### src/rtl/sw_debounce.sv
`default_nettype none
// ============================================================================
//  Module      : sw_debounce
//  Description : Slide-switch conditioning stage ahead of the priority
//                encoder. Brings the raw switch bus into the clk domain with
//                a two-flop synchroniser, debounces every bit independently
//                with its own stability counter, and produces per-bit
//                rise/fall pulses plus a global change strobe.
//
//  Ports
//    clk     in   1      system clock, rising edge
//    rst     in   1      asynchronous active-high reset
//    sw      in   WIDTH  raw, asynchronous, bouncing switch inputs
//    sw_db   out  WIDTH  debounced vector (bit WIDTH-1 -> encoder en,
//                        bits WIDTH-2..0 -> encoder in)
//    rise    out  WIDTH  one-cycle pulse when a sw_db bit goes 0->1
//    fall    out  WIDTH  one-cycle pulse when a sw_db bit goes 1->0
//    changed out  1      one-cycle pulse when any sw_db bit changes
//
//  Revision    : 1.0  initial release
// ============================================================================
module sw_debounce #(
    parameter int WIDTH         = 9,
    parameter int CNT_W         = 20,
    parameter int STABLE_CYCLES = 500000
) (
    input  logic             clk,
    input  logic             rst,
    input  logic [WIDTH-1:0] sw,
    output logic [WIDTH-1:0] sw_db,
    output logic [WIDTH-1:0] rise,
    output logic [WIDTH-1:0] fall,
    output logic             changed
);

    // Count value on which the next differing sample is accepted. Because the
    // compare fires at STABLE_CYCLES-1 and clears the counter, it can never
    // wrap for any legal STABLE_CYCLES (1 .. 2^CNT_W-1).
    localparam logic [CNT_W-1:0] c_terminal_cnt = CNT_W'(STABLE_CYCLES - 1);

    logic [WIDTH-1:0] r_s1;
    logic [WIDTH-1:0] r_s2;
    logic [CNT_W-1:0] r_cnt [WIDTH];

    logic [WIDTH-1:0] w_differ;    // synchronised sample disagrees with sw_db
    logic [WIDTH-1:0] w_at_term;   // counter sits on its terminal value
    logic [WIDTH-1:0] w_update;    // bits that flip sw_db on this edge

    assign w_differ = r_s2 ^ sw_db;

    generate
        for (genvar gi = 0; gi < WIDTH; gi++) begin : g_bit
            assign w_at_term[gi] = (r_cnt[gi] == c_terminal_cnt);
        end
    endgenerate

    // A bit that has returned to its old value on the terminal edge has
    // w_differ low, so it is excluded here and takes the counter-clear path.
    assign w_update = w_differ & w_at_term;

    always_ff @(posedge clk or posedge rst) begin
        if (rst) begin
            r_s1    <= '0;
            r_s2    <= '0;
            for (int i = 0; i < WIDTH; i++) begin
                r_cnt[i] <= '0;
            end
            sw_db   <= '0;
            rise    <= '0;
            fall    <= '0;
            changed <= 1'b0;
        end else begin
            // Plain two-stage synchroniser, nothing between the stages.
            r_s1 <= sw;
            r_s2 <= r_s1;

            // Any agreeing sample restarts the stability window, which is
            // what rejects bounces shorter than STABLE_CYCLES.
            for (int i = 0; i < WIDTH; i++) begin
                if (!w_differ[i] || w_at_term[i]) begin
                    r_cnt[i] <= '0;
                end else begin
                    r_cnt[i] <= r_cnt[i] + CNT_W'(1);
                end
            end

            sw_db   <= sw_db ^ w_update;
            // On an update edge r_s2 holds the newly accepted level, so it
            // selects the pulse direction directly.
            rise    <= w_update & r_s2;
            fall    <= w_update & ~r_s2;
            changed <= |w_update;
        end
    end

endmodule
`default_nettype wire

### config.mk
export PLATFORM = sky130hd
export DESIGN_NAME = sw_debounce
export DESIGN_NICKNAME = d
export VERILOG_FILES = /design/src/rtl/sw_debounce.sv
export SDC_FILE = /design/constraint.sdc
export NUM_CORES = 1
export LEC_CHECK = 0
export CELL_PAD_IN_SITES_DETAIL_PLACEMENT = 0
export CELL_PAD_IN_SITES_GLOBAL_PLACEMENT = 1
export CORE_MARGIN = 2
export CORE_UTILIZATION = 45
export DETAILED_ROUTE_END_ITERATION = 7
export GPL_TIMING_DRIVEN = 0
export PLACE_DENSITY_LB_ADDON = 0.25
export SYNTH_ARGS = -nofsm -noshare
export SYNTH_HDL_FRONTEND = slang
export SYNTH_SLANG_ARGS = --single-unit
### constraint.sdc
create_clock -name clk -period 16.05 [get_ports clk]
set_clock_uncertainty 0.2 [all_clocks]
set_input_delay 3.21 -clock clk [delete_from_list [all_inputs] [get_ports clk]]
set_output_delay 3.21 -clock clk [all_outputs]
set_load 0.02 [all_outputs]
# Word level (Yosys, flattened, before mapping)
# Index checks and enable logic that the tools add are counted.
[totals]
register_bits = 226
input_bits = 11
out_inout_bits = 28
word_cells = 67
[classes]
addsub = 9
eq_ne = 9
muxes = 9
bitwise = 6
n_reduce_logical = 19
[ops]
columns = ["operator", "n"]
rows = [
  ["adder 20 x 1 -> 20 bit (second input constant)", 9],
  ["== test 20 x 19 -> 1 bit (second input constant)", 9],
  ["two-way mux 20 bit", 9],
  ["AND 9 bit", 3],
  ["bitwise XOR 9 bit", 2],
  ["logical NOT 1 bit", 9],
  ["logical OR 1 bit", 9],
  ["NOT 9 bit", 1],
  ["OR reduction 9 bit", 1],
]

# Logic depth before layout (Yosys ltp)
[logic_depth]
word_depth = 4
ltp_mapped = 8
mapped_depth_nobuf = 6

# Worst setup path before layout
# Ideal clock, no wire load.
[synth_path]
path_type = "reg2out"
startpoint = "register with a tool-made name"
endpoint = "output port sw_db[0]"
arrival_time_ps = 497
t_required_ps = 12640
slack_ps = 12143
stages_incl_launch_ff = 1
cell_sequence = "dfrtp_1"
[synth_rtl]
columns = ["item", "line_no", "text"]
rows = [
  ["end, declared", "30", "output logic [WIDTH-1:0] sw_db,"],
]

==> results.json <==
{
  "r2r-start": "r_cnt[140]",
  "drtIter0Drc": 328,
  "synth.distinct_cells": 37,
  "ir_drop_v": 0.0000739,
  "crit_family": "buffers and inverters",
  "ys_seq_area_share_pct": 55.9,
  "synth_most_common_cell": "dfrtp_1",
  "max_freq_mhz": 198,
  "holdBufCountCts": 0,
  "numPortBuffers": 38,
  "worst_hold_slack_ps": 147,
  "ff2ff_path_depth": 8,
  "cts-root-buf": "clkbuf_16",
  "clkLatencyLatePin_ps": 520,
  "die_h_um": 154,
  "htreeDepth": 1,
  "wire_per_inst_um": 13.5,
  "finish.instance_area_um2": 11700,
  "vias_per_cell": 5.11,
  "r2r_slack_ps": 13240,
  "area_growth_pct": 15.9,
  "hold_class": "flip-flop to flip-flop",
  "first_global_vias": 7037,
  "path_cells": "clkdlybuf4s50_1",
  "clock-sinks": 226,
  "vias": 6798,
  "dp_hpwl_um": 11800,
  "finalHoldViolations": 0,
  "fin_nets": 1053,
  "grt_use_total_pct": 15.9,
  "ys_ff_latch": 226,
  "status": "finished clean",
  "yosys_most_used_dff": "dfrtp_1",
  "synth_top_cell_by_area": "dfrtp_1",
  "grt_max_degree": 124,
  "drc": 0,
  "synth_area_per_cell_um2": 10.5,
  "cp.required_ps": 12640,
  "power_leakage_nw": 4.97,
  "whs_path_depth": 0,
  "synth_edf_count": 0,
  "slew_viol_final": 0,
  "min_to": "r_s2[1]",
  "drive_gt1_share_pct": 6.09,
  "cp_slowest_stage_delay_ps": 660,
  "utilization_pct": 53.4,
  "ys_top_cells_by_count": "226 x dfrtp_1, 205 x nor2_1, 90 x xor2_1",
  "die_x_um": 154,
  "grt_pass1_wl_um": 32300,
  "async_reset_ff_share_pct": 100,
  "maxSlewHeadroom_pct": 35.0,
  "cts_setup_buffers": 0,
  "design.portCount": 39,
  "cp.depth": 1,
  "cts_resized": 0,
  "antenna_found_initial": 0,
  "finalCritPeriodShare_pct": 31.4,
  "syn_nets": 987,
  "worstSetupEndpointType": "output pin",
  "dpl_cell_area_um2": 10900,
  "dieArea_um2": 23700,
  "post-route-min-period_ps": 5040,
  "critPathSlowestCell": "clkdlybuf4s50_1",
  "start_util_pct": 46.1,
  "worstSetupPathType": "flip-flop to output pin",
  "synth.top_cells.by_area": "dfrtp_1 56%, xor2_1 7.8%, nor2_1 7.6%, xnor2_1 7.1%, nand4_1 3.1%",
  "drv_cap": 0,
  "pre_cts_slack_ps": 10970,
  "clock_path_buffers": 3,
  "syn_area_um2": 10100,
  "clk_pin_slew_worst_paths_ps": 60,
  "final_antenna_net_count": 0,
  "postLayoutSetupSlackWorst_ps": 11010,
  "placementRows": 54,
  "core_area_um2": 22000,
  "hp-start": "r_s1[1]",
  "cp_num_buf_inv": 1,
  "rsz0062_at_grt": "false",
  "overflow": 0,
  "crit-reg2reg-capture": "r_cnt[152]",
  "tritoncts": "built",
  "routed_wl_um": 18000,
  "cts_buffers": 25,
  "yosys_warnings": 0,
  "setup_viol": 0,
  "synthDominantCellAreaShare_pct": 55.9,
  "critPathArrivalTime_ps": 1630,
  "tightest_slew_ps": 967,
  "fin_tns_setup_ps": 0,
  "synth_cells": 967,
  "gp_congestion": 0.766,
  "crit_fanout": 6,
  "drt_pass1_iterations": 4,
  "power_density_nw_per_um2": 102,
  "antenna_cells": 0,
  "crit_path_start_kind": "flip-flop"
}
[how the worst max path moves through the flow]
stage	to	slack (ps)
2_1_floorplan	async pin	6450
3_3_place_gp	r_cnt[16]	3460
3_5_place_dp	r_cnt[48]	10970
4_1_cts	sw_db[0]	10980
5_1_grt	sw_db[0]	10940
6_report	sw_db[0]	11010
[cell usage in the layout, fill, tap and decap left out, types with 4 or more instances in the layout]
master	count
and3_1	23
and4_1	15
clkbuf_1	17
clkbuf_16	25
clkbuf_8	5
clkdlybuf4s50_1	38
clkinv_2	5
dfrtp_1	226
ha_1	9
inv_1	16
mux2_2	9
nand2_1	57
nand3_1	61
nand4_1	50
nor2_1	205
nor3_1	33
nor3b_1	19
nor4_1	11
nor4b_1	14
or2_2	4
or4_1	4
xnor2_1	82
xor2_1	90
[area by class of cell]
class,instances,area [µm²]
fill,1948,10200
sequential,226,5660
multi-input combinational,707,4310
clock buffer,35,713
timing repair buffer,39,408
tap,280,350
clock inverter,10,133
buffer,17,91.3
inverter,17,71.3
[power breakdown]
group	switching, mW	internal [mW]
clock network	0.223	0.358
registers	0.00755	0.578
logic	0.0234	0.0109
total	0.253	0.946
[cells by family (layout without fill, tap and decap cells)]
logic type               Yosys count  after routing  synth area share [%]
buffers and inverters             34            118                  1.53
flip-flops                       226            226                  55.9
adder cells (fa/ha/maj)            9              9                  1.11
XOR/XNOR                         172            172                  14.9
multiplexers                       9              9                  1.00
AO/OA/AOI/OAI                      7              7                 0.532
AND/OR/NAND/NOR                  510            510                  25.1
[stage by stage]
stage | instances | power (mW)
4_1_cts | 1331 | 1.22
6_report | 1331 | 1.20
5_1_grt | 1331 | 1.25
3_5_place_dp | 1286 | 0.631
3_3_place_gp | 1285 | 0.630
2_1_floorplan | 967 | 0.618
[flip-flops by register name, indices dropped and copies added (netlist names), named ones only]
register,cells
r_cnt,180
r_s2,9
changed,1
rise,9
fall,9
r_s1,9
[layer usage]
metal  wire length, µm  vias to the layer above  global-route usage (%)
met5                 0                        -                       0
met4               286                        0                    3.56
met3               574                       19                    2.96
met2              8210                       68                    26.1
met1              8930                     3295                    22.1
li1                  -                     3416                       -
No activity file was read; power rests on OpenSTA's default activity.
